===== src/rtl/axil_regbank_pkg.sv =====
// -----------------------------------------------------------------------------
// axil_regbank_pkg
// Shared definitions for the AXI4-Lite register bank:
//   - AXI response codes
//   - write / read FSM state encodings
//   - address decode result type
// Optional feature macro: AXIL_REGBANK_ERR_RESP_EN (SLVERR/DECERR responses).
// -----------------------------------------------------------------------------
package axil_regbank_pkg;

    localparam logic [1:0] RESP_OKAY   = 2'b00;
    localparam logic [1:0] RESP_SLVERR = 2'b10;
    localparam logic [1:0] RESP_DECERR = 2'b11;

    // Wide enough for NUM_RW + NUM_RO up to 128 words.
    localparam int unsigned IDX_BITS = 7;

    typedef enum logic [1:0] {
        W_IDLE,
        W_EXEC,
        W_RESP
    } w_state_t;

    typedef enum logic {
        R_IDLE,
        R_DATA
    } r_state_t;

    typedef enum logic [1:0] {
        HIT_RW,
        HIT_RO,
        MISS
    } hit_t;

`ifdef AXIL_REGBANK_ERR_RESP_EN
    // RO registers are readable but refuse writes; unmapped is always DECERR.
    function automatic logic [1:0] resp_for(input hit_t hit, input logic is_write);
        case (hit)
            HIT_RW:  return RESP_OKAY;
            HIT_RO:  return is_write ? RESP_SLVERR : RESP_OKAY;
            default: return RESP_DECERR;
        endcase
    endfunction
`endif

endpackage


===== src/rtl/axil_regbank_decode.sv =====
// -----------------------------------------------------------------------------
// axil_regbank_decode
// Combinational address decoder: byte address -> {hit type, register index}.
//   addr : byte address from AW or AR channel
//   hit  : HIT_RW / HIT_RO / MISS
//   idx  : RW index (HIT_RW) or RO index (HIT_RO), 0 on MISS
// Low address bits below the word size are ignored.
// -----------------------------------------------------------------------------
module axil_regbank_decode
    import axil_regbank_pkg::*;
#(
    parameter int                   ADDR_BITS = 32,
    parameter int                   DATA_BITS = 32,
    parameter int                   NUM_RW    = 4,
    parameter int                   NUM_RO    = 8,
    parameter logic [ADDR_BITS-1:0] BASE_ADDR = 'h40
) (
    input  logic [ADDR_BITS-1:0] addr,
    output hit_t                 hit,
    output logic [IDX_BITS-1:0]  idx
);

    localparam int unsigned SHIFT = $clog2(DATA_BITS / 8);

    logic [ADDR_BITS-1:0] word;

    always_comb begin
        word = (addr - BASE_ADDR) >> SHIFT;
        hit  = MISS;
        idx  = '0;
        if (addr >= BASE_ADDR) begin
            if (word < ADDR_BITS'(NUM_RW)) begin
                hit = HIT_RW;
                idx = word[IDX_BITS-1:0];
            end else if (word < ADDR_BITS'(NUM_RW + NUM_RO)) begin
                hit = HIT_RO;
                idx = word[IDX_BITS-1:0] - IDX_BITS'(NUM_RW);
            end
        end
    end

endmodule


===== src/rtl/axi_lite_regbank.sv =====
// -----------------------------------------------------------------------------
// axi_lite_regbank
// AXI4-Lite slave with NUM_RW control registers and NUM_RO status registers
// starting at BASE_ADDR. Single outstanding write and single outstanding read;
// the two channels run independently.
// Ports:
//   s_axi_aclk / s_axi_aresetn : clock, synchronous active-low reset
//   s_axi_aw* / s_axi_w* / s_axi_b* : AXI4-Lite write address/data/response
//   s_axi_ar* / s_axi_r*            : AXI4-Lite read address/data
//   rw_q        : flat control register contents, reg i at [i*DATA_BITS +: DATA_BITS]
//   rw_wr_pulse : bit i high for one cycle after reg i is written
//   ro_d        : flat status inputs, same packing as rw_q
//   ro_rd_pulse : bit i high in the cycle the R handshake returns status reg i
// Optional feature macro: AXIL_REGBANK_ERR_RESP_EN
//   defined   -> SLVERR on RO writes, DECERR on unmapped accesses
//   undefined -> all responses OKAY (illegal writes still dropped)
// -----------------------------------------------------------------------------
module axi_lite_regbank
    import axil_regbank_pkg::*;
#(
    parameter int                   ADDR_BITS = 32,
    parameter int                   DATA_BITS = 32,
    parameter int                   NUM_RW    = 4,
    parameter int                   NUM_RO    = 8,
    parameter logic [ADDR_BITS-1:0] BASE_ADDR = 'h40
) (
    input  logic                          s_axi_aclk,
    input  logic                          s_axi_aresetn,
    input  logic [ADDR_BITS-1:0]          s_axi_awaddr,
    input  logic                          s_axi_awvalid,
    output logic                          s_axi_awready,
    input  logic [DATA_BITS-1:0]          s_axi_wdata,
    input  logic [DATA_BITS/8-1:0]        s_axi_wstrb,
    input  logic                          s_axi_wvalid,
    output logic                          s_axi_wready,
    output logic [1:0]                    s_axi_bresp,
    output logic                          s_axi_bvalid,
    input  logic                          s_axi_bready,
    input  logic [ADDR_BITS-1:0]          s_axi_araddr,
    input  logic                          s_axi_arvalid,
    output logic                          s_axi_arready,
    output logic [DATA_BITS-1:0]          s_axi_rdata,
    output logic [1:0]                    s_axi_rresp,
    output logic                          s_axi_rvalid,
    input  logic                          s_axi_rready,
    output logic [NUM_RW*DATA_BITS-1:0]   rw_q,
    output logic [NUM_RW-1:0]             rw_wr_pulse,
    // NUM_RO = 0 keeps a one-word dummy status port so widths stay legal.
    input  logic [(NUM_RO > 0 ? NUM_RO : 1)*DATA_BITS-1:0] ro_d,
    output logic [(NUM_RO > 0 ? NUM_RO : 1)-1:0]           ro_rd_pulse
);

    localparam int unsigned DATA_BYTES = DATA_BITS / 8;

    // ---------------- write side ----------------
    w_state_t               w_state, w_next;
    logic                   aw_done, w_done;
    logic [ADDR_BITS-1:0]   awaddr_q;
    logic [DATA_BITS-1:0]   wdata_q;
    logic [DATA_BYTES-1:0]  wstrb_q;
    logic [DATA_BITS-1:0]   rw_reg [NUM_RW];
    hit_t                   w_hit;
    logic [IDX_BITS-1:0]    w_idx;
    logic                   aw_hs, w_hs;

    // ---------------- read side -----------------
    r_state_t               r_state, r_next;
    hit_t                   r_hit, r_hit_q;
    logic [IDX_BITS-1:0]    r_idx, r_idx_q;
    logic [DATA_BITS-1:0]   rd_mux;
    logic                   ar_hs, r_hs;

    axil_regbank_decode #(
        .ADDR_BITS (ADDR_BITS),
        .DATA_BITS (DATA_BITS),
        .NUM_RW    (NUM_RW),
        .NUM_RO    (NUM_RO),
        .BASE_ADDR (BASE_ADDR)
    ) u_wdec (
        .addr (awaddr_q),
        .hit  (w_hit),
        .idx  (w_idx)
    );

    axil_regbank_decode #(
        .ADDR_BITS (ADDR_BITS),
        .DATA_BITS (DATA_BITS),
        .NUM_RW    (NUM_RW),
        .NUM_RO    (NUM_RO),
        .BASE_ADDR (BASE_ADDR)
    ) u_rdec (
        .addr (s_axi_araddr),
        .hit  (r_hit),
        .idx  (r_idx)
    );

    assign s_axi_awready = (w_state == W_IDLE) && !aw_done;
    assign s_axi_wready  = (w_state == W_IDLE) && !w_done;
    assign s_axi_bvalid  = (w_state == W_RESP);
    assign s_axi_arready = (r_state == R_IDLE);
    assign s_axi_rvalid  = (r_state == R_DATA);

    assign aw_hs = s_axi_awvalid && s_axi_awready;
    assign w_hs  = s_axi_wvalid  && s_axi_wready;
    assign ar_hs = s_axi_arvalid && s_axi_arready;
    assign r_hs  = s_axi_rvalid  && s_axi_rready;

    for (genvar gi = 0; gi < NUM_RW; gi++) begin : g_flat
        assign rw_q[gi*DATA_BITS +: DATA_BITS] = rw_reg[gi];
    end

    // ---------------- write FSM ----------------
    always_comb begin
        w_next = w_state;
        case (w_state)
            W_IDLE:  if ((aw_done || aw_hs) && (w_done || w_hs)) w_next = W_EXEC;
            W_EXEC:  w_next = W_RESP;
            W_RESP:  if (s_axi_bready) w_next = W_IDLE;
            default: w_next = W_IDLE;
        endcase
    end

    always_ff @(posedge s_axi_aclk) begin
        if (!s_axi_aresetn) begin
            w_state     <= W_IDLE;
            aw_done     <= 1'b0;
            w_done      <= 1'b0;
            awaddr_q    <= '0;
            wdata_q     <= '0;
            wstrb_q     <= '0;
            s_axi_bresp <= RESP_OKAY;
            rw_wr_pulse <= '0;
            for (int unsigned i = 0; i < NUM_RW; i++) rw_reg[i] <= '0;
        end else begin
            w_state     <= w_next;
            rw_wr_pulse <= '0;
            if (aw_hs) begin
                awaddr_q <= s_axi_awaddr;
                aw_done  <= 1'b1;
            end
            if (w_hs) begin
                wdata_q <= s_axi_wdata;
                wstrb_q <= s_axi_wstrb;
                w_done  <= 1'b1;
            end
            if (w_state == W_EXEC) begin
                // Flags can clear here: readies stay low until W_IDLE anyway.
                aw_done <= 1'b0;
                w_done  <= 1'b0;
`ifdef AXIL_REGBANK_ERR_RESP_EN
                s_axi_bresp <= resp_for(w_hit, 1'b1);
`else
                s_axi_bresp <= RESP_OKAY;
`endif
                for (int unsigned i = 0; i < NUM_RW; i++) begin
                    if (w_hit == HIT_RW && w_idx == IDX_BITS'(i)) begin
                        rw_wr_pulse[i] <= 1'b1;
                        for (int unsigned b = 0; b < DATA_BYTES; b++) begin
                            if (wstrb_q[b]) rw_reg[i][b*8 +: 8] <= wdata_q[b*8 +: 8];
                        end
                    end
                end
            end
        end
    end

    // ---------------- read FSM -----------------
    always_comb begin
        r_next = r_state;
        case (r_state)
            R_IDLE:  if (s_axi_arvalid) r_next = R_DATA;
            R_DATA:  if (s_axi_rready)  r_next = R_IDLE;
            default: r_next = R_IDLE;
        endcase
    end

    // Reads see rw_reg before any same-edge W_EXEC update.
    always_comb begin
        rd_mux = '0;
        for (int unsigned i = 0; i < NUM_RW; i++) begin
            if (r_hit == HIT_RW && r_idx == IDX_BITS'(i)) rd_mux = rw_reg[i];
        end
        for (int unsigned i = 0; i < NUM_RO; i++) begin
            if (r_hit == HIT_RO && r_idx == IDX_BITS'(i)) rd_mux = ro_d[i*DATA_BITS +: DATA_BITS];
        end
    end

    always_ff @(posedge s_axi_aclk) begin
        if (!s_axi_aresetn) begin
            r_state     <= R_IDLE;
            r_hit_q     <= MISS;
            r_idx_q     <= '0;
            s_axi_rdata <= '0;
            s_axi_rresp <= RESP_OKAY;
        end else begin
            r_state <= r_next;
            if (ar_hs) begin
                r_hit_q     <= r_hit;
                r_idx_q     <= r_idx;
                s_axi_rdata <= rd_mux;
`ifdef AXIL_REGBANK_ERR_RESP_EN
                s_axi_rresp <= resp_for(r_hit, 1'b0);
`else
                s_axi_rresp <= RESP_OKAY;
`endif
            end
        end
    end

    always_comb begin
        ro_rd_pulse = '0;
        for (int unsigned i = 0; i < NUM_RO; i++) begin
            if (r_hs && r_hit_q == HIT_RO && r_idx_q == IDX_BITS'(i)) ro_rd_pulse[i] = 1'b1;
        end
    end

endmodule


===== config.mk =====
export PLATFORM = sky130hd
export DESIGN_NAME = axi_lite_regbank
export DESIGN_NICKNAME = d
export VERILOG_FILES = /design/src/rtl/axil_regbank_pkg.sv /design/src/rtl/axil_regbank_decode.sv /design/src/rtl/axi_lite_regbank.sv
export SDC_FILE = /design/constraint.sdc
export NUM_CORES = 1
export LEC_CHECK = 0
export CORE_AREA = 2 2 210 212
export CTS_BUF_LIST = sky130_fd_sc_hd__clkbuf_16
export DETAILED_ROUTE_END_ITERATION = 10
export DIE_AREA = 0 0 212 214
export SETUP_SLACK_MARGIN = 0.4
export SLEW_MARGIN = 20
export SYNTH_ARGS = -nofsm -noshare
export SYNTH_HDL_FRONTEND = slang
export SYNTH_HIERARCHICAL = 1
export SYNTH_SLANG_ARGS = --single-unit

===== constraint.sdc =====
create_clock -name s_axi_aclk -period 4.89 [get_ports s_axi_aclk]
set_input_delay 0.489 -clock s_axi_aclk [delete_from_list [all_inputs] [get_ports s_axi_aclk]]
set_output_delay 0.489 -clock s_axi_aclk [all_outputs]
set_load 0.02 [all_outputs]

* Word-level counts from Yosys, hierarchy flattened
Memories as Yosys holds them, arrays and structs flattened.
Cells that the tools add are included.
** Storage, ports and cells
- Bits in registers :: 118
- RAM bits :: 128
- Input port bits :: 363
- Output and inout port bits :: 181
- Logic and storage cells :: 235
- Memories kept :: 1
** Memory list
- rw_reg :: depth 4, bits a word 32, rd ports 4, clocked after memory_dff 0, write ports 4, line axi_lite_regbank.sv:61 : logic [DATA_BITS-1:0] rw_reg [NUM_RW];
** Cells by class
- Add/sub/neg operators :: 4
- Magnitude comparators :: 6
- Equal/unequal tests :: 23
- Mux-type cells :: 127
- Bitwise operators :: 18
- Reduce and logical (&&, ||, !) cells :: 45
** Operator list (number)
- two-way mux 32 bit :: 12
- two-way mux 8 bit :: 16
- two-way mux 1 bit :: 83
- >= comparator 32 x 7 -> 1 bit, second input constant :: 2
- subtractor 32 x 7 -> 32 bit, second input constant :: 2
- < comparator 30 x 3 -> 1 bit, second input constant :: 2
- < comparator 30 x 4 -> 1 bit, second input constant :: 2
- equality test 7 x 3 -> 1 bit, second input constant :: 8
- equality test 7 x 2 -> 1 bit, second input constant :: 6
- two-way mux 7 bit :: 6
- logical AND 1 bit :: 32
- equality test 7 x 1 -> 1 bit, second input constant :: 3
- logical NOT 7 bit :: 3
- two-way mux 2 bit :: 8
- OR 1 bit :: 16
- subtractor 7 x 3 -> 7 bit, second input constant :: 2
- equality test 2 x 1 -> 1 bit, second input constant :: 3
- logical NOT 2 bit :: 3
- one-hot mux 2 bit (3 select lines) :: 1
- != test 2 x 1 -> 1 bit, second input constant :: 2
- AND reduction 2 bit :: 2
- equality test 2 bit, second input constant :: 1
- logical NOT 1 bit :: 2
- logical OR 1 bit :: 2
- 3 further kinds :: 4

* Depth between registers and ports, before layout
Gate-level depths: netlist of the first run.
- Depth in word-level cells :: 19
- Mapped depth :: 16
- Depth with buffers taken out :: 13

* Cells and area by module
The synthesis of the first run kept the hierarchy.
** Modules (own cells, without submodules)
- axi_lite_regbank :: instances 1, cells each 1390, area each 13051.3 um2, seq. area each 6206.0 um2
- axil_regbank_decode (u_wdec) :: instances 1, cells each 96, area each 659.4 um2, seq. area each 0.0 um2
- axil_regbank_decode (u_rdec) :: instances 1, cells each 77, area each 588.1 um2, seq. area each 0.0 um2

* Worst setup path after synthesis of the first run
Ideal clock, no wire load.
- Path kind :: flip-flop to flip-flop
- Start :: register awaddr_q[6]
- End :: memory rw_reg[0][0], enable pin
- Library setup time :: 0.384 ns
- Data arrival time :: 3.794 ns
- Slack :: 0.712 ns
- Cell stages (with the launch flop) :: 12
- Buffers on the path :: 1
- Clock period less this slack :: 4.178 ns
- Cell sequence :: dfxtp_1 -> inv_1 -> ha_1 -> or4b_4 -> buf_6 -> o31a_1 -> nor4_2 -> nand4_2 -> or4b_1 -> nor4_1 -> nand2_1 -> o21ai_0
** RTL lines
- start: declaration :: line axi_lite_regbank.sv:58 : logic [ADDR_BITS-1:0] awaddr_q;
- start signal: assignment :: line axi_lite_regbank.sv:138 : awaddr_q <= s_axi_awaddr;
- end: declaration :: line axi_lite_regbank.sv:61

* Worst setup path in the final report of the first run
- Start :: input s_axi_araddr[6]
- End :: register s_axi_rdata[0]
** On the way
- Word-level cells in the longest chain between the ends :: 19
- Elaborated cells on any way between the ends :: 45
** RTL lines
- start: declaration :: line axi_lite_regbank.sv:39 : input logic [ADDR_BITS-1:0] s_axi_araddr,
- subtractor 32 x 7 -> 32 bit :: line axil_regbank_decode.sv:28 : word = (addr - BASE_ADDR) >> SHIFT;
- < comparator 30 x 4 -> 1 bit :: line axil_regbank_decode.sv:35 : end else if (word < ADDR_BITS'(NUM_RW + NUM_RO)) begin
- two-way mux 7 bit :: line axil_regbank_decode.sv:35
- two-way mux 7 bit :: line axil_regbank_decode.sv:32 : if (word < ADDR_BITS'(NUM_RW)) begin
- two-way mux 7 bit * :: line axil_regbank_decode.sv:31 : if (addr >= BASE_ADDR) begin
- net r_idx[1] :: line axi_lite_regbank.sv:69 : logic [IDX_BITS-1:0] r_idx, r_idx_q;
- logical NOT 7 bit :: line axi_lite_regbank.sv:181, axi_lite_regbank.sv:184
- logical AND 1 bit :: line axi_lite_regbank.sv:181 : if (r_hit == HIT_RW && r_idx == IDX_BITS'(i)) rd_mux = rw_reg[i];
- two-way mux 32 bit (4 in series) :: line axi_lite_regbank.sv:181
- two-way mux 32 bit (7 in series) :: line axi_lite_regbank.sv:184 : if (r_hit == HIT_RO && r_idx == IDX_BITS'(i)) rd_mux = ro_d[i*DATA_BITS +: DATA_BITS];
- two-way mux 32 bit * :: line axi_lite_regbank.sv:184
- end signal: assignment :: line axi_lite_regbank.sv:200 : s_axi_rdata <= rd_mux;
- end: declaration :: line axi_lite_regbank.sv:42 : output logic [DATA_BITS-1:0] s_axi_rdata,
Mark *: on every way through the listed nets, which the timed path passes. The rest lies on a longest branch.
A chain may end at the register's enable or synchronous reset.

==> impl_metrics.yaml, run 1 <==
power:
  ir_drop_mv: 0.279
  cellPowerDensity_nw_per_um2: 252
  cellLeakagePower_nw: 7.74
  p_total_mw: 5.46
floorplan:
  coreArea_um2: 42900
  die-height_um: 214
  rows: 76
  io_pins: 544
  start_util: 0.333
  die_width_um: 212
  dieArea_um2: 45400
sta:
  setup_tns_ps: 0
  slew_headroom: 0.342
  drv_slew: 0
  fin_crit_sh: 0.860
  finalSetupViolCount: 0
  skew_ps: 32.9
  worstMarginPinSlew_ps: 987
  hold_viol: 0
  rsz0062_at_grt: "false"
  finalCriticalPeriod_ps: 4210
  clock.fmax_ghz: 0.238
worst_setup_path:
  r2r_start: "awaddr_q[6]"
  cp.required_ps: 5340
  start_kind: "input pin"
  cp-end-kind: "flip-flop"
  cp_max_fo: 48
  r2r_slack_ps: 720
  cp-startpoint: "s_axi_araddr[6]"
  cp.arrival_ps: 4650
  r2r-end: "rw_reg[3][6]"
  reg2reg_depth: 13
  crit_type: "input pin to flip-flop"
status:
  status: "complete, no violations"
clock_tree:
  cts_buffers: 28
  cts.sinks: 246
  cts_tree: "built"
  cts-htree-levels: 1
  cts-hold-fix-buffers: 0
  clkSlewWorstSetupHoldPaths_ps: 60
  root_buffer: "clkbuf_16"
  cts_buffer_depth: 3
  insertion_delay_ps: 580
drt:
  vias: 15145
  drt_wl_total_um: 73400
  remaining_drc_errors: 0
  routed_via_density: 5.58
  dr.pass1.iters: 5
  drt_iter0_markers: 1185
  antenna_left: 0
  wl_per_cell_um: 27.1
yosys:
  synth.area.top_cells: "edfxtp_1, dfxtp_1, a21oi_1"
  synth-edff-count: 128
  synth_ff_type: "edfxtp_1"
  ys_ff_latch: 246
  yosysTopAreaCell: "edfxtp_1"
  netlist_top_cells_count: "nand2_1, a21oi_1, edfxtp_1"
  synthCells: 1563
  yosysUniqueCellTypes: 88
  yosysSeqAreaShare: 0.434
  syn_area_per_cell_um2: 9.15
  synth_top_area_frac: 0.269
  syn_area_um2: 14300
  async_flop_share: 0
  yosysWarnings: 6
  synth_most_common_cell: "nand2_1"
global_route:
  grt_max_degree: 70
  gr-usage-all-layers: 0.311
  grt_pass1_vias: 14902
  antenna_found_initial: 20
  grt_first_pass_wirelength_um: 104000
  overflow: 0
flow_run:
  drv_cap: 0
cells_and_area:
  fin_util: 0.504
  area_delta_synth_final_pct: 51.2
  largest_reg_flops: 128
  fin_nets: 2467
  drive_gt1_frac: 0.110
worst_hold_path:
  hp-start: "s_axi_aresetn"
  min_path_cells: 3
  min_to: "rw_wr_pulse[0]"
  hp-class: "input pin to flip-flop"
placement:
  hpwl_um: 58600
  gp_congestion: 0.947
  portBuffers: 539
## layout make-up
class	count	area, um^2
Antenna cell	15	37.5
Clock inverter	24	213
Tap cell	585	732
Sequential cell	246	6210
Fill cell	3977	21300
Multi-Input combinational cell	1177	7530
Timing Repair Buffer	621	6130
Clock buffer	28	701
Inverter	18	68.8
## metal layers
metal / vias up / wire length [um] / part of all wire / track usage
li1: 6900 / - / - / -
met1: 7352 / 28600 / 0.39 / 0.379
met2: 733 / 35700 / 0.49 / 0.527
met3: 150 / 5410 / 0.074 / 0.0512
met4: 10 / 3600 / 0.049 / 0.156
met5: - / 63 / 0.00086 / 0
## report_power, final
group          internal, mW  total [mW]  switching (mW)
Sequential             2.26        2.36           0.101
Combinational         0.503       0.986           0.484
Clock                  1.20        2.11           0.905
## cells in the final DEF, fill, tap and decap left out, types with 25 or more instances in the layout
master / n
inv_1: 25
and3_1: 72
mux2_2: 30
buf_4: 71
and2_1: 70
nor3_1: 37
edfxtp_1: 128
nand2_1: 216
dfxtp_1: 118
clkbuf_16: 28
nor2_1: 69
o21ai_0: 72
clkdlybuf4s50_1: 538
a21oi_1: 170
nor2b_1: 29
## stage by stage
stage          worst slack [ps]  std cells  hold slack, ps  cell area (um^2)
2_1_floorplan               712       1566             432             14300
3_3_place_gp                151       2646             446             20600
3_5_place_dp                131       2646             449             20600
4_1_cts                     457       2698             370             21500
5_1_grt                     393       2714             433             21600
6_report                    683       2714             397             21600
## worst max path at each step
stage                           endpoint
final                     s_axi_rdata[0]
after floorplan             rw_reg[0][0]
after detailed placement  s_axi_rdata[0]
after global placement    s_axi_rdata[0]
after global routing       rw_reg[3][27]
after CTS                   rw_reg[3][6]
## worst max-delay path: stages
cell and delay [ps]:
clkdlybuf4s50_1 540, inv_1 180, ha_1 280, nor3b_1 290, nand4_1 150, xor2_1 270
o2111ai_4 250, nor3_2 360, buf_12 310, buf_4 280, nor2_1 120, a32o_1 280
o21ai_0 360, a22oi_1 160, o31a_1 300
## kinds of logic (layout without fill, tap and decap cells)
family | after synthesis | after routing | share of synthesized area
other | 3 | 21 | 0.000787
adder cells (fa/ha/maj) | 12 | 12 | 0.0105
AO/OA/AOI/OAI | 433 | 433 | 0.193
XOR/XNOR | 5 | 5 | 0.00306
multiplexers | 71 | 71 | 0.0672
buffers and inverters | 143 | 691 | 0.0483
flip-flops | 246 | 246 | 0.434
AND/OR/NAND/NOR | 650 | 650 | 0.243
## repair_timing
item                       in CTS  in global routing
pin swaps                       0                  2
resized for setup               1                 27
setup buffers                   0                  1
setup endpoints to repair       8                263
Power figures use the tool's default switching activity.
==> run 2, diff against run 1 <==
--- a/config.mk
+++ b/config.mk
@@ -5,13 +5,12 @@
 export SDC_FILE = /design/constraint.sdc
 export NUM_CORES = 1
 export LEC_CHECK = 0
-export CORE_AREA = 2 2 210 212
+export CORE_AREA = 2 2 213 215
 export CTS_BUF_LIST = sky130_fd_sc_hd__clkbuf_16
 export DETAILED_ROUTE_END_ITERATION = 10
-export DIE_AREA = 0 0 212 214
+export DIE_AREA = 0 0 215 217
 export SETUP_SLACK_MARGIN = 0.4
 export SLEW_MARGIN = 20
 export SYNTH_ARGS = -nofsm -noshare
 export SYNTH_HDL_FRONTEND = slang
-export SYNTH_HIERARCHICAL = 1
 export SYNTH_SLANG_ARGS = --single-unit
==> impl_metrics.yaml, run 2 <==
clock_tree:
  clkSlewWorstSetupHoldPaths_ps: 60
  cts_tree: "built"
  cts-hold-fix-buffers: 0
  cts_resized: 0
  root_buffer: "clkbuf_16"
  post_cts_buffers: 0
  cts_buffer_depth: 3
  cts-htree-levels: 1
  insertion_delay_ps: 550
  cts_buffers: 28
  cts.sinks: 244
placement:
  gp_congestion: 0.923
  hpwl_um: 49000
  dp_slack_ps: 455
  portBuffers: 537
worst_setup_path:
  cp-end-kind: "flip-flop"
  cp_max_fo: 10
  crit_chain: "clkdlybuf4s50_1 > inv_1 > ha_1 > or3_1 > a21boi_1 > or4b_1 > a21o_1 > nor4_4 > a222oi_1 > or3_1 > a21oi_1"
  crit_slowest_cell: "nor4_4"
  cp.buffers_inverters: 2
  start_kind: "input pin"
  path_delay_family: "simple AND/OR/NAND/NOR gates"
  cp.required_ps: 5370
  cp.arrival_ps: 4410
  path_common_cell: "or3_1"
  max_stage_delay_ps: 700
  crit_type: "input pin to flip-flop"
yosys:
  synth_top_area_frac: 0.285
  ys_ff_latch: 244
  synth_ff_type: "edfxtp_1"
  yosysWarnings: 0
  syn_area_um2: 13500
  synth_most_common_cell: "nand2_1"
  netlist_top_cells_count: "nand2_1, nor2_1, edfxtp_1"
  yosysTopAreaCell: "edfxtp_1"
  synthCells: 1517
  yosysUniqueCellTypes: 65
  synth-edff-count: 128
  yosysSeqAreaShare: 0.457
  async_flop_share: 0
  syn_area_per_cell_um2: 8.89
  synth.area.top_cells: "edfxtp_1, dfxtp_1, nand2_1"
drt:
  antenna_left: 0
  routed_via_density: 5.34
  drt_wl_total_um: 64400
  remaining_drc_errors: 0
  vias: 14101
  wl_per_cell_um: 24.4
  dr.pass1.iters: 7
  drt_iter0_markers: 1156
sta:
  worstMarginPinSlew_ps: 1060
  setup_tns_ps: 0
  rsz0062_at_grt: "false"
  skew_ps: 19.5
  setup_slack_ps: 960
  fin_crit_sh: 0.804
  finalSetupViolCount: 0
  slew_headroom: 0.291
  hold_viol: 0
  finalCriticalPeriod_ps: 3930
  clock.fmax_ghz: 0.254
  drv_slew: 0
global_route:
  grt_max_degree: 76
  antenna_found_initial: 12
  gr-usage-all-layers: 0.262
  grt_pass1_vias: 13657
  overflow: 0
  grt_first_pass_wirelength_um: 91600
flow_run:
  drv_cap: 0
cells_and_area:
  area_delta_synth_final_pct: 52.0
  fin_util: 0.459
  final_cell_mix: "clkdlybuf4s50_1, nand2_1, nor2_1, edfxtp_1, dfxtp_1"
  largest_reg_flops: 128
  fin_nets: 2384
  final_common_cell: "clkdlybuf4s50_1"
  drive_gt1_frac: 0.0752
floorplan:
  coreArea_um2: 44700
  io_pins: 544
  die_width_um: 215
  start_util: 0.302
  die-height_um: 217
  rows: 78
  dieArea_um2: 46700
status:
  status: "complete, no violations"
power:
  cellPowerDensity_nw_per_um2: 266
  cellLeakagePower_nw: 7.02
  ir_drop_mv: 0.238
worst_hold_path:
  hp-class: "input pin to flip-flop"
run 2: changes by cell type in the layout (fill, tap and decap cells not counted), sizes merged, moves of 26 or more:
cell	before	now
and3	80	6
a21boi	3	84
o31ai	3	29
and2	70	9
buf	83	54
a21oi	170	81
nor2	72	220
a221oi	8	40
nand2	217	246
run 2: power breakdown:
group | total [mW] | internal, mW | switching [mW]
registers | 2.30 | 2.24 | 0.0668
clock network | 2.16 | 1.28 | 0.885
logic | 0.993 | 0.500 | 0.493
total | 5.46 | 4.01 | 1.45
run 2: area by class of cell:
type | instances | area [um^2]
Fill cell | 4302 | 24200
Timing Repair Buffer | 588 | 5790
Sequential cell | 244 | 6170
Inverter | 30 | 113
Tap cell | 600 | 751
Multi-Input combinational cell | 1120 | 6720
Clock inverter | 20 | 155
Antenna cell | 8 | 20.0
Clock buffer | 32 | 801
run 2: cell families (layout without fill, tap and decap cells):
| kind of cell | Yosys count | in the layout | synth area share |
|---|---|---|---|
| flip-flops | 244 | 244 | 0.457 |
| buffers and inverters | 156 | 670 | 0.0488 |
| adder cells (fa/ha/maj) | 9 | 9 | 0.00835 |
| multiplexers | 52 | 52 | 0.0559 |
| other | 1 | 12 | 0.000278 |
| AO/OA/AOI/OAI | 428 | 428 | 0.219 |
| AND/OR/NAND/NOR | 620 | 620 | 0.206 |
| XOR/XNOR | 7 | 7 | 0.00454 |
run 2: routing by layer:
| layer | part of all wire | wire length (um) | track usage |
|---|---|---|---|
| met3 | 0.084 | 5390 | 0.0545 |
| met5 | 0.00067 | 43 | 0 |
| met1 | 0.41 | 26500 | 0.339 |
| met4 | 0.030 | 1920 | 0.0841 |
| met2 | 0.47 | 30600 | 0.440 |
run 2: path summary, 6_finish.rpt:
path,start,endpoint,slack [ps],cells past startpoint
max,s_axi_araddr[7],s_axi_rdata[9],960,11
min,s_axi_araddr[3],r_idx_q[1],460,3
max reg2reg,awaddr_q[6],rw_reg[1][1],1290,12
min reg2reg,awaddr_q[20],awaddr_q[20],460,2
run 2: worst register-to-register path: cells and delay by family (launching register included):
family,cells,cell delay (ps)
simple gates,8,2060
buf+inv,3,650
flops,1,450
fa+ha+maj,1,290
run 2: through the flow:
step | hold slack [ps] | power [mW] | instance area (um^2) | cells
after floorplan | 436 | 2.75 | 13500 | 1520
after global placement | 452 | 3.32 | 19500 | 2581
after detailed placement | 456 | 3.33 | 19500 | 2581
after CTS | 439 | 5.48 | 20500 | 2633
after global routing | 452 | 5.64 | 20500 | 2640
final | 463 | 5.46 | 20500 | 2642
==> run 3, diff against run 2 <==
==> constraint.sdc (replaced) <==
create_clock -name s_axi_aclk -period 3.98 [get_ports s_axi_aclk]
set_input_delay 0.398 -clock s_axi_aclk [delete_from_list [all_inputs] [get_ports s_axi_aclk]]
set_output_delay 0.398 -clock s_axi_aclk [all_outputs]
set_load 0.02 [all_outputs]
==> impl_metrics.yaml, run 3 (synthesis gave the netlist of run 2 again) <==
status:
  status: "complete, no violations"
drt:
  wl_per_cell_um: 24.0
  antenna_left: 0
  dr.pass1.iters: 5
  m1WireLength_um: 26200
  drt_iter0_markers: 1075
  wl_met2_um: 30300
  drt_wl_total_um: 63700
  remaining_drc_errors: 0
  highest_layer: "met5"
  routed-wl-met3_um: 5370
  routed_via_density: 5.32
  vias: 14147
flow_run:
  drv_cap: 0
worst_setup_path:
  start_kind: "input pin"
  crit_type: "input pin to flip-flop"
  path_common_cell: "or3_1"
  r2r_start: "awaddr_q[6]"
  crit_chain: "clkdlybuf4s50_1 > inv_1 > ha_1 > or3_1 > a21boi_1 > or4b_1 > a21o_1 > nor4_4 > buf_12 > a222oi_1 > or3_1 > a21oi_1"
  critPathCapture: "s_axi_rdata[9]"
  cp_max_fo: 19
  r2r_slack_ps: 650
  cp.required_ps: 4460
  crit_slowest_cell: "or4b_1"
  cp-startpoint: "s_axi_araddr[7]"
  r2r-end: "rw_reg[3][20]"
  cp-end-kind: "flip-flop"
  max_stage_delay_ps: 490
  reg2reg_depth: 12
  cp.arrival_ps: 3810
sta:
  finalSetupViolCount: 0
  skew_ps: 20.0
  slew_headroom: 0.369
  worstMarginPinSlew_ps: 945
  hold_viol: 0
  fin_crit_sh: 0.838
  clock.fmax_ghz: 0.300
  finalCriticalPeriod_ps: 3330
  setup_tns_ps: 0
  drv_slew: 0
  hold_ws_ps: 404
  rsz0062_at_grt: "false"
cells_and_area:
  final_common_cell: "clkdlybuf4s50_1"
  area_delta_synth_final_pct: 53.8
  final_cell_mix: "clkdlybuf4s50_1, nand2_1, nor2_1, edfxtp_1, dfxtp_1"
  finalNonFillerCells: 2661
  fin_nets: 2407
  final_area_um2: 20700
  largest_reg_flops: 128
  drive_gt1_frac: 0.0856
  fillers: 4372
floorplan:
  die-height_um: 217
  die_width_um: 215
  io_pins: 544
  rows: 78
  dieArea_um2: 46700
  start_util: 0.302
  coreArea_um2: 44700
clock_tree:
  cts-hold-fix-buffers: 0
  cts_tree: "built"
  cts-htree-levels: 1
  root_buffer: "clkbuf_16"
  insertion_delay_ps: 560
  cts.sinks: 244
  cts_buffers: 28
  clkSlewWorstSetupHoldPaths_ps: 60
  cts_buffer_depth: 3
placement:
  gp_congestion: 0.893
  hpwl_um: 49200
  place_inst: 2603
  portBuffers: 537
  place_area_um2: 19800
global_route:
  antenna_found_initial: 9
  grt_pass1_vias: 13555
  grt_first_pass_wirelength_um: 91400
  overflow: 0
  grt_max_degree: 83
  gr-usage-all-layers: 0.261
power:
  p_total_mw: 6.66
  cellPowerDensity_nw_per_um2: 321
  cellLeakagePower_nw: 7.17
  ir_drop_mv: 0.280
worst_hold_path:
  hp-class: "input pin to flip-flop"
[run 3: changes by cell type in the layout (fill, tap and decap cells not counted), sizes merged]
cell	delta
clkbuf	-2
diode	-3
buf	+23
clkinvlp	-1
clkinv	+1
bufinv	+1
[run 3: timing repair]
action | 4_1_cts | 5_1_grt
pin swaps | 0 | 0
setup endpoints to repair | 6 | 161
gates resized for setup | 1 | 2
buffers inserted | 0 | 2
[run 3: routing by layer]
metal  vias up  global-route usage
li1       6555                   -
met1      6862               0.336
met2       636               0.434
met3        86              0.0618
met4         8              0.0786
met5         -                   0
[run 3: where the power goes]
| part | total [mW] | leakage (nW) | internal [mW] | switching, mW |
|---|---|---|---|---|
| Clock | 2.60 | 0.477 | 1.55 | 1.05 |
| Sequential | 2.83 | 2.27 | 2.75 | 0.0829 |
| Combinational | 1.23 | 4.43 | 0.622 | 0.603 |
[run 3: worst min-delay path by stage]
stage	cells past startpoint	to	start
after detailed placement	2	awaddr_q[19]	awaddr_q[19]
final	3	wdata_q[16]	s_axi_wdata[16]
after global placement	2	awaddr_q[19]	awaddr_q[19]
after floorplan	2	r_idx_q[3]	r_idx_q[3]
after global routing	3	wdata_q[17]	s_axi_wdata[17]
after CTS	3	wdata_q[16]	s_axi_wdata[16]
[run 3: critical path: cells and delay by family]
family | cells | cell delay [ps]
fa+ha+maj | 1 | 290
buf+inv | 3 | 750
simple gates | 4 | 1530
compound gates | 4 | 810
[run 3: layout make-up]
class | instances | area (um^2) | share of cell area
Clock buffer | 30 | 751 | 0.0362
Inverter | 30 | 113 | 0.00543
Tap cell | 600 | 751 | 0.0362
Sequential cell | 244 | 6170 | 0.297
Clock inverter | 21 | 181 | 0.00875
Timing Repair Buffer | 611 | 6040 | 0.291
Antenna cell | 5 | 12.5 | 0.000603
Multi-Input combinational cell | 1120 | 6730 | 0.325
[run 3: per-stage QoR]
| stage | utilization | worst slack, ps |
|---|---|---|
| 2_1_floorplan | - | 622 |
| 3_3_place_gp | 0.442 | 168 |
| 3_5_place_dp | 0.442 | 130 |
| 4_1_cts | 0.463 | 468 |
| 5_1_grt | 0.464 | 426 |
| 6_report | 0.464 | 646 |
